--- src/rtl/usb_key_report_parser.sv ---
// Turns a HID boot-report byte stream into modifier and keycode registers, updated once per good report.
// Optional build macro KEYPARSE_ROLLOVER_HOLD_EN: an all-ErrorRollOver report updates modifiers only.
module usb_key_report_parser #(
    parameter int REPORT_LEN = 8,
    parameter int KEY_FIRST  = 2
) (
    input  logic       Clk,
    input  logic       Reset_n,
    input  logic [7:0] byte_data,
    input  logic       byte_valid,
    input  logic       byte_last,
    output logic       byte_ready,
    output logic [7:0] keycode,
    output logic [7:0] keycode2,
    output logic [7:0] modifiers,
    output logic       report_strobe,
    output logic       frame_err
);

    // state   | meaning
    // IDLE    | waiting for byte 0; consumes it and clears the shadows
    // COLLECT | consuming bytes 1..REPORT_LEN-1 into the shadows
    // COMMIT  | one-cycle bubble; shadows copied to the outputs
    // DISCARD | over-long report, dropping bytes until byte_last
    typedef enum logic [1:0] {
        IDLE    = 2'd0,
        COLLECT = 2'd1,
        COMMIT  = 2'd2,
        DISCARD = 2'd3
    } state_t;

    localparam logic [3:0] LAST_IDX = 4'(REPORT_LEN - 1);
    localparam logic [3:0] KEY_IDX  = 4'(KEY_FIRST);

    state_t     state, state_nxt;
    logic [3:0] idx;
    logic [7:0] mod_s, k1_s, k2_s;
    logic       err_nxt;
    logic       accept;

    assign byte_ready = (state != COMMIT);
    assign accept     = byte_valid && byte_ready;

    always_ff @(posedge Clk or negedge Reset_n) begin
        if (!Reset_n) begin
            state <= IDLE;
        end else begin
            state <= state_nxt;
        end
    end

    always_comb begin
        state_nxt = state;
        err_nxt   = 1'b0;
        case (state)
            IDLE: begin
                if (accept) begin
                    if (byte_last) begin
                        err_nxt = 1'b1;
                    end else begin
                        state_nxt = COLLECT;
                    end
                end
            end
            COLLECT: begin
                if (accept) begin
                    if (byte_last) begin
                        if (idx == LAST_IDX) begin
                            state_nxt = COMMIT;
                        end else begin
                            state_nxt = IDLE;
                            err_nxt   = 1'b1;
                        end
                    end else if (idx == LAST_IDX) begin
                        state_nxt = DISCARD;
                    end
                end
            end
            COMMIT: begin
                state_nxt = IDLE;
            end
            DISCARD: begin
                if (accept && byte_last) begin
                    state_nxt = IDLE;
                    err_nxt   = 1'b1;
                end
            end
            default: begin
                state_nxt = IDLE;
            end
        endcase
    end

`ifdef KEYPARSE_ROLLOVER_HOLD_EN
    // Stays set while every key slot seen so far is ErrorRollOver (0x01).
    logic roll_s;
`endif

    always_ff @(posedge Clk or negedge Reset_n) begin
        if (!Reset_n) begin
            idx   <= 4'd0;
            mod_s <= 8'h00;
            k1_s  <= 8'h00;
            k2_s  <= 8'h00;
`ifdef KEYPARSE_ROLLOVER_HOLD_EN
            roll_s <= 1'b0;
`endif
        end else begin
            case (state)
                IDLE: begin
                    if (accept) begin
                        idx   <= 4'd1;
                        mod_s <= byte_data;
                        k1_s  <= 8'h00;
                        k2_s  <= 8'h00;
`ifdef KEYPARSE_ROLLOVER_HOLD_EN
                        roll_s <= 1'b1;
`endif
                    end else begin
                        idx <= 4'd0;
                    end
                end
                COLLECT: begin
                    if (accept) begin
                        idx <= idx + 4'd1;
                        if (idx >= KEY_IDX) begin
                            if (byte_data != 8'h00) begin
                                if (k1_s == 8'h00) begin
                                    k1_s <= byte_data;
                                end else if (k2_s == 8'h00) begin
                                    k2_s <= byte_data;
                                end
                            end
`ifdef KEYPARSE_ROLLOVER_HOLD_EN
                            if (byte_data != 8'h01) begin
                                roll_s <= 1'b0;
                            end
`endif
                        end
                    end
                end
                default: begin
                    idx <= 4'd0;
                end
            endcase
        end
    end

    always_ff @(posedge Clk or negedge Reset_n) begin
        if (!Reset_n) begin
            keycode       <= 8'h00;
            keycode2      <= 8'h00;
            modifiers     <= 8'h00;
            report_strobe <= 1'b0;
            frame_err     <= 1'b0;
        end else begin
            report_strobe <= (state == COMMIT);
            frame_err     <= err_nxt;
            if (state == COMMIT) begin
                modifiers <= mod_s;
`ifdef KEYPARSE_ROLLOVER_HOLD_EN
                if (!roll_s) begin
                    keycode  <= k1_s;
                    keycode2 <= k2_s;
                end
`else
                keycode  <= k1_s;
                keycode2 <= k2_s;
`endif
            end
        end
    end

endmodule

--- config.mk ---
export PLATFORM = sky130hd
export DESIGN_NAME = usb_key_report_parser
export DESIGN_NICKNAME = d
export VERILOG_FILES = /design/src/rtl/usb_key_report_parser.sv
export SDC_FILE = /design/constraint.sdc
export NUM_CORES = 1
export LEC_CHECK = 0
export CORE_MARGIN = 5
export CORE_UTILIZATION = 47
export CTS_CLUSTER_DIAMETER = 100
export CTS_CLUSTER_SIZE = 25
export DETAILED_ROUTE_END_ITERATION = 10
export PLACE_DENSITY = 0.72
export SLEW_MARGIN = 20
export SYNTH_ARGS = -nofsm -noshare
export SYNTH_HDL_FRONTEND = slang
export SYNTH_SLANG_ARGS = --single-unit
--- constraint.sdc ---
create_clock -name Clk -period 2.4 [get_ports Clk]
set_clock_uncertainty 0.2 [all_clocks]
set_input_delay 0.24 -clock Clk [delete_from_list [all_inputs] [get_ports Clk]]
set_output_delay 0.24 -clock Clk [all_outputs]
set_load 0.02 [all_outputs]
[Word-level counts from Yosys, hierarchy flattened]
Cells that the tools add are included.
Operators by class
  reduce and logical (&&, ||, !) cells: 11
  eq/ne operators: 15
  magnitude comparators: 1
  $add $sub $neg: 1
  muxes and demuxes: 30
Operators by type and width (number)
  $mux 8: 10
  $pmux 8 s2: 2
  $ne 2x2->1 const B: 10
  $logic_not 8->1: 2
  $mux 2: 7
  $pmux 2 s4: 1
  $pmux 4 s2: 1
  $reduce_bool 8->1: 1
  $mux 1: 7
  $reduce_and 7->1: 1
  $reduce_and 6->1: 1
  $reduce_and 5->1: 1
  $add 4x1->4 const B: 1
  $eq 2x2->1 const B: 2
  $eq 4x3->1 const B: 1
  $ge 4x2->1 const B: 1
  $mux 4: 1
  $ne 3x3->1 const B: 1
  $pmux 1 s3: 1
  $eq 2x1->1 const B: 1
  $logic_and 1x1->1: 2
  $logic_not 2->1: 1
  $reduce_and 2->1: 1
  $reduce_bool 2->1: 1
Word-level totals
  input port bits: 12
  register bits: 56
  output and inout port bits: 27
  word-level logic and storage cells: 68

[Longest topological paths before layout]
Gate-level depths: netlist of the first run.
  depth after elaboration: 7
  gate-level depth with buffers: 7
  mapped depth without buffers: 6

[Worst setup path before layout of the first run]
OpenSTA, ideal clock, no wires.
  path type: register -> register
  start: register idx[0]
  end: register k2_s[0]
  clock period less this slack: 1737 ps
  path buffers: 0
  arrival: 1406 ps
  slack: 663 ps
  data required time: 2069 ps
  library setup time: 131 ps
  stages on the path, launching flop included: 7
  cells stage by stage: dfrtp_1 inv_1 ha_1 nor4_1 nand4b_1 nand3b_1 o21ai_0
Between the ends
  word-level cells in the longest chain between the ends: 3
Ends and longest elaborated chain
  from (decl): RTL line 36  | logic [3:0] idx;
  from (signal assigned): RTL line 125  | idx <= idx + 4'd1;
  $ge 4x2->1: RTL line 126  | if (idx >= KEY_IDX) begin
  $ne 2x2->1 (no line)
  $reduce_and 7->1 (no line)
  to (signal assigned): RTL line 131  | k2_s <= byte_data;
  to (decl): RTL line 37  | logic [7:0] mod_s, k1_s, k2_s;
No other way between the ends.
A chain may end at the register's enable or synchronous reset.

[Worst setup path after layout of the first run]
  start: register state[0]
  end: output byte_ready
Between the ends
  word-level cells in the longest chain between the ends: 1
Ends and longest elaborated chain
  from (decl): RTL line 35  | state_t state, state_nxt;
  from (signal assigned): RTL line 48  | state <= state_nxt;
  $ne 2x2->1: RTL line 41  | assign byte_ready = (state != COMMIT);
  to (decl): RTL line 12  | output logic byte_ready,
No other way between the ends.

==> impl_metrics.ini, run 1 <==
[place]
gp_congestion = 0.791
port-buffer-count = 38
pre_cts_slack_ns = 0.336
place.detailed.hpwl_um = 3200

[floorplan]
die_height_um = 79.1
rows = 25
start_util_pct = 47.8
ioPinCount = 39
die-area_um2 = 6260
die_w_um = 79.1
core_um2 = 4690

[critical_path]
r2r_start = idx[0]
crit_cells = 2
crit_type = reg2out
r2r_slack_ns = 0.52
crit_start = state[0]
r2r_cells = 7
reg2reg_to = k2_s[7]
path_cells = nand2b_1 -> clkdlybuf4s50_1
critical-path-slowest-cell = clkdlybuf4s50_1
slowest_delay_ns = 0.63
path_buf_inv = 1
end_kind = output pin
cp-start-kind = flop
crit_family = buffers and inverters
critPathArrivalTime_ns = 1.54
crit_fanout = 7
required_ns = 1.96
endpoint = byte_ready

[layout]
syn2layout_area_growth_pct = 24.0
final-seq-area_um2 = 1400
drive_gt1_share_pct = 21.1
fillCellCount = 377
fin_nets = 226
multi_input_area_um2 = 788
antenna_cells = 0

[clock_tree]
htree_levels = 2
cts-root-buf = clkbuf_8
clkSinkCount = 56
clk_pin_slew_ns = 0.09
clock_tree.buffer_depth = 2
cts_made_buffers = 5
cts_tree = done
cts_setup_buffers = 0
cts_resized = 0
clk_latency_ns = 0.30

[route]
dr.pass1.iters = 4
ant_nets = 0
viasPerCell = 5.39
drc_errors = 0
via_count = 1438
drtIter0Drc = 97
wl_per_cell_um = 15.9
routed_wl_um = 4260

[logic_synthesis]
synth_area_um2 = 2240
synth_area_per_cell_um2 = 13.3
netlist_instances = 169
synth_compound_area_share_pct = 5.91
ys_seq_area_share_pct = 62.5
ys_ff_latch = 56
synth_top_family_by_area = multiplexers
synth_simple_gate_area_share_pct = 10.4
syn_nets = 183
yosysWarnings = 0
yosys.area_share.xor_xnor_pct = 1.17
synth_cell_types = 24
synthAdderAreaFrac_pct = 1.12
muxShareOfSynthArea_pct = 16.5

[sta]
fin_crit_ns = 1.98
setup_ws_ns = 0.418
slew_violations = 0
whs_ns = 0.308
worstMarginPinSlew_ns = 0.676
final-hold-violation-count = 0
min_period_over_period_pct = 82.6
rsz0062_at_grt = false
finalSetupViolations = 0
fin_setup_tns_ns = 0
max_freq_ghz = 0.504
slew_headroom_pct = 54.9

[global_route]
antenna_found_initial = 0
grt_overflow = 0
grt_busiest_layer = met2
grt.met1_usage_pct = 18.7
grt_max_degree = 57
met3_usage_pct = 3.40
grt_pass1_vias = 1517
grt_first_pass_wirelength_um = 7400
met2_usage_pct = 26.5
grt_usage_pct = 15.2

[worst_hold_path]
hp-class = reg2reg
min_path_cells = 1

[power]
pwr_density_cell_nw_per_um2 = 863
ir_worst_vdd_v = 0.000593
leakagePower_nw = 1.33

[run_status]
outcome = finished, final reports clean

[flow_run]
maxCapViolCount = 0
[state kept, by name, summed over array words and instances (netlist names)]
name and count:
k1_s 8, k2_s 8, keycode2 8, keycode 8, mod_s 8, modifiers 8, idx 4, state 2
frame_err 1, report_strobe 1
[Yosys cell counts (all sizes together)]
library cell,instances,area (µm²)
nand4b,1,8.76
and2b,1,7.51
nand4,1,6.26
buf,7,37.5
nand2b,3,18.8
nand2,23,86.3
nor2b,2,12.5
nand3b,1,7.51
nor2,5,18.8
ha,2,25.0
clkbuf,1,5.00
o21a,1,7.51
a22o,8,70.1
nor4,7,43.8
dfrtp,56,1400
a22oi,1,7.51
inv,3,11.3
o21ai,8,40.0
xor2,3,26.3
a211oi,1,7.51
mux2i,1,10.0
mux2,32,360
nor4b,1,23.8
[worst min path at each step]
stage                from          end  slack, ns
5_1_grt        keycode[4]   keycode[4]       0.34
6_report       keycode[0]   keycode[0]       0.31
4_1_cts        keycode[0]   keycode[0]       0.32
3_5_place_dp      Reset_n  keycode2[6]       0.21
3_3_place_gp      Reset_n  keycode2[1]       0.19
2_1_floorplan     Reset_n    frame_err      -0.26
[what timing repair did]
action / CTS / global route
setup endpoints to repair: 0 / 0
hold endpoints to repair: 56 / 0
hold buffers: 1 / 0
[where the power goes]
part / internal [mW] / switching, mW
Clock: 0.236 / 0.271
Sequential: 1.14 / 0.159
Combinational: 0.298 / 0.294
[metal layers]
layer,up-vias,wire [µm]
li1,673,-
met1,727,1880
met2,31,2170
met3,7,165
met4,0,44
met5,-,0
[stage by stage]
step / utilization, % / cell area, µm² / std cells / total power, mW
2_1_floorplan: - / 2240 / 169 / 1.66
3_3_place_gp: 57.1 / 2680 / 258 / 1.89
3_5_place_dp: 57.1 / 2680 / 258 / 1.92
4_1_cts: 59.3 / 2780 / 267 / 2.43
5_1_grt: 59.3 / 2780 / 267 / 2.55
6_report: 59.3 / 2780 / 267 / 2.40
[cell type report]
cell class                      count  share of cell area [%]
Tap cell                           54                    2.43
Multi-Input combinational cell    102                    28.3
Inverter                            3                   0.405
Sequential cell                    56                    50.4
Timing Repair Buffer               44                    15.2
Clock buffer                        8                    3.24
[cell families after synthesis]
kind of cell             Yosys count
multiplexers                      33
flip-flops                        56
AND/OR/NAND/NOR                   45
buffers and inverters             11
adder cells (fa/ha/maj)            2
AO/OA/AOI/OAI                     19
XOR/XNOR                           3
[placed cells by master, fill, tap and decap left out, types with 2 or more instances in the layout]
cell type and instances:
clkdlybuf4s50_1 37, a22o_1 8, inv_1 3, clkbuf_1 2, nand2_1 23, ha_1 2, dfrtp_1 56, nor4_1 7
buf_4 5, nor2b_1 2, nor2_1 5, o21ai_0 8, xor2_1 3, nand2b_1 3, clkbuf_8 6, mux2_2 32
Power figures use the tool's default switching activity.
==> inputs of run 2 (changes only) <==
- clock period: 2.4 -> 2.1 ns (I/O delays scaled with it)
==> impl_metrics.ini, run 2 (synthesized netlist as in run 1, its figures left out) <==
[critical_path]
crit_type = reg2out
critPathArrivalTime_ns = 1.60
cp-start-kind = flop
end_kind = output pin
path_cells = nand2b_1 -> clkdlybuf4s50_1
slowest_delay_ns = 0.63
required_ns = 1.69
critical-path-slowest-cell = clkdlybuf4s50_1
crit_fanout = 7

[power]
leakagePower_nw = 1.36
pwr_density_cell_nw_per_um2 = 978
p_total_mw = 2.78
ir_worst_vdd_v = 0.000395

[clock_tree]
clkSinkCount = 56
cts_hold_buf = 1
cts_setup_buffers = 0
cts_made_buffers = 5
cts-root-buf = clkbuf_8
htree_levels = 2
clock_tree.buffer_depth = 2
clk_pin_slew_ns = 0.09
cts_resized = 0
cts_tree = done
clk_latency_ns = 0.30

[route]
wl_per_cell_um = 16.7
drc_errors = 0
via_count = 1485
ant_nets = 0
dr.pass1.iters = 4
routed_wl_um = 4570
viasPerCell = 5.44
drtIter0Drc = 104

[global_route]
antenna_found_initial = 0
grt_first_pass_wirelength_um = 7780
grt_overflow = 0
grt_max_degree = 35
grt_usage_pct = 16.1
grt_pass1_vias = 1558

[layout]
layoutNonFillerInstCount = 273
final_common_cell = dfrtp_1
fillCellCount = 369
fin_nets = 232
syn2layout_area_growth_pct = 26.7
layout_common_cells = 56 x dfrtp_1, 37 x clkdlybuf4s50_1, 32 x mux2_2, 23 x nand2_1, 10 x buf_4
drive_gt1_share_pct = 23.7
antenna_cells = 0

[floorplan]
ioPinCount = 39
die_w_um = 79.1
die_height_um = 79.1
core_um2 = 4690
start_util_pct = 47.8
rows = 25
die-area_um2 = 6260

[worst_hold_path]
hp-class = in2async

[sta]
fin_setup_tns_ns = 0
min_period_over_period_pct = 95.6
max_freq_ghz = 0.498
slew_violations = 0
finalSetupViolations = 0
worstMarginPinSlew_ns = 0.547
slew_headroom_pct = 63.5
fin_crit_ns = 2.01
rsz0062_at_grt = false
final-hold-violation-count = 0

[place]
place.detailed.hpwl_um = 3510
gp_congestion = 0.818
dpl.cell_count = 264
port-buffer-count = 38

[flow_run]
maxCapViolCount = 0

[run_status]
outcome = finished, final reports clean
## run 2: changes by cell type in the layout (fill, tap and decap cells not counted)
| cell | previous run | this run |
|---|---|---|
| clkbuf_1 | 2 | 1 |
| buf_4 | 5 | 10 |
| buf_12 | 0 | 1 |
| clkinvlp_4 | 0 | 1 |
## run 2: path summary, 6_finish.rpt
check                      startpoint            to  slack, ns  depth (start not counted)
max                          state[0]    byte_ready       0.09                          2
min                           Reset_n   keycode2[0]       0.23                          2
max reg2reg                    idx[0]       k2_s[2]       0.18                          7
min reg2reg                  mod_s[7]  modifiers[7]       0.31                          1
max in group asynchronous     Reset_n    keycode[4]       0.92                          3
min in group Clk             mod_s[7]  modifiers[7]       0.31                          1
## run 2: layer usage
layer | up-vias | share of wire (%) | global-route usage [%]
li1 | 687 | - | -
met1 | 748 | 44 | 21.4
met2 | 43 | 50 | 26.0
met3 | 7 | 4.6 | 4.31
met4 | 0 | 1.5 | 4.30
met5 | - | 0 | 0
## run 2: metrics by stage
step | setup slack, ns | hold slack, ns | util [%] | area, µm²
global placement | 0.260 | -0.000247 | 58.4 | 2740
CTS | 0.0800 | 0.229 | 60.6 | 2840
global route | 0.0153 | 0.282 | 60.6 | 2840
finish | 0.0932 | 0.227 | 60.6 | 2840
detailed placement | 0.207 | 0.0222 | 58.4 | 2740
floorplan | 0.363 | -0.286 | - | 2240
## run 2: power by group
group | switching (mW) | internal, mW | total (mW)
clock | 0.327 | 0.268 | 0.595
combinational | 0.343 | 0.349 | 0.692
sequential | 0.187 | 1.31 | 1.49
## run 2: cell type report
type	instances	area (µm²)	area share [%]
inverter	3	11.3	0.396
clock inverter	1	7.51	0.264
clock buffer	7	86.3	3.04
sequential	56	1400	49.3
tap	54	67.6	2.38
multi-input combinational	102	788	27.7
timing repair buffer	50	480	16.9
## run 2: worst max-delay path, delay by kind of cell, from the launching register on
kind / cells / cell delay (ns)
buffers and inverters: 1 / 0.63
and+or+nand+nor: 1 / 0.22
DFF: 1 / 0.44
==> inputs of run 3 (changes only) <==
- clock period: 2.1 -> 2.35 ns (I/O delays scaled with it)
==> impl_metrics.ini, run 3 (synthesized netlist as in run 1, its figures left out) <==
[run_status]
outcome = finished, final reports clean

[critical_path]
path_cells = nand2b_1 -> clkdlybuf4s50_1
slowest_delay_ns = 0.62
crit_family = buffers and inverters
crit_type = reg2out
critical-path-slowest-cell = clkdlybuf4s50_1
critPathArrivalTime_ns = 1.52
required_ns = 1.91
end_kind = output pin
r2r_cells = 7
crit_cells = 2
path_buf_inv = 1
crit_fanout = 7
cp-start-kind = flop

[route]
viasPerCell = 5.43
routed_wl_um = 4360
drtIter0Drc = 37
drc_errors = 0
dr.pass1.iters = 4
via_count = 1456
wl_per_cell_um = 16.3
ant_nets = 0

[floorplan]
core_um2 = 4690
die_height_um = 79.1
start_util_pct = 47.8
ioPinCount = 39
rows = 25
die-area_um2 = 6260
die_w_um = 79.1

[layout]
multi_input_area_um2 = 788
fin_nets = 227
fin_util_pct = 59.4
layout_common_cells = 56 x dfrtp_1, 37 x clkdlybuf4s50_1, 32 x mux2_2, 23 x nand2_1
fillCellCount = 372
antenna_cells = 0
syn2layout_area_growth_pct = 24.3
drive_gt1_share_pct = 21.5
final-seq-area_um2 = 1400
final_common_cell = dfrtp_1

[worst_hold_path]
hp-class = in2async

[global_route]
antenna_found_initial = 0
grt_usage_pct = 15.3
grt_first_pass_wirelength_um = 7420
grt_overflow = 0
grt_max_degree = 28
grt_pass1_vias = 1492

[sta]
worstMarginPinSlew_ns = 0.599
slew_violations = 0
rsz0062_at_grt = false
fin_setup_tns_ns = 0
min_period_over_period_pct = 83.3
slew_headroom_pct = 60.1
max_freq_ghz = 0.511
final-hold-violation-count = 0
fin_crit_ns = 1.96
finalSetupViolations = 0

[power]
leakagePower_nw = 1.34
pwr_density_cell_nw_per_um2 = 881
p_total_mw = 2.46
ir_worst_vdd_v = 0.000528

[clock_tree]
cts_made_buffers = 5
clkSinkCount = 56
clk_pin_slew_ns = 0.09
cts_setup_buffers = 0
cts-root-buf = clkbuf_8
cts_tree = done
cts_resized = 0
htree_levels = 2
clock_tree.buffer_depth = 2
clk_latency_ns = 0.30

[place]
gp_congestion = 0.798
port-buffer-count = 38
place.detailed.hpwl_um = 3360

[flow_run]
maxCapViolCount = 0
==> run 3: cell count changes in the layout (fill, tap and decap cells not counted), sizes merged <==
| cell | before | now |
|---|---|---|
| buf | 12 | 7 |
| clkbuf | 7 | 8 |
| clkinvlp | 1 | 0 |
==> run 3: layout make-up <==
class	instances	share of cell area [%]
inverters	3	0.404
repair buffers	45	15.4
flip-flops and latches	56	50.2
multi-input cells	102	28.3
clock buffers	8	3.23
well taps	54	2.42
==> run 3: layer usage <==
layer  GRT usage [%]  up-vias  share of wire (%)
met3            4.31       11                5.5
li1                -      677                  -
met1            19.5      721                 43
met4            5.50        0                2.0
met5               0        -                  0
met2            25.1       47                 49
==> run 3: path summary, 6_finish.rpt <==
kind                               from            to  slack (ns)
max                            state[0]    byte_ready        0.39
min in group Clk           modifiers[1]  modifiers[1]        0.31
max in group asynchronous       Reset_n      state[0]        1.02
min                             Reset_n   keycode2[0]        0.27
min reg2reg                modifiers[1]  modifiers[1]        0.31
max reg2reg                      idx[0]       k2_s[4]        0.47
==> run 3: worst register-to-register path, stage by stage (launching register included) <==
cell and delay [ns]:
dfrtp_1 0.41, inv_1 0.06, ha_1 0.18, nor4_1 0.24, buf_4 0.19, nand4b_1 0.10, nand3b_1 0.24, o21ai_0 0.14
==> run 3: where the power goes <==
| group | internal [mW] | switching (mW) |
|---|---|---|
| clock | 0.241 | 0.279 |
| sequential | 1.17 | 0.163 |
| combinational | 0.305 | 0.301 |
==> run 3: metrics by stage <==
step	instance area, µm²	setup slack [ns]	hold WS [ns]	cells
finish	2790	0.392	0.273	268
global placement	2690	0.345	0.0585	259
CTS	2790	0.357	0.283	268
global route	2790	0.267	0.327	268
detailed placement	2690	0.285	0.0695	259
floorplan	2240	0.613	-0.261	169
==> run 3: what timing repair did <==
| item | in CTS | in global routing |
|---|---|---|
| endpoints found under the hold margin | 25 | 0 |
| hold buffers | 1 | 0 |
| endpoints found under the setup margin | 0 | 0 |
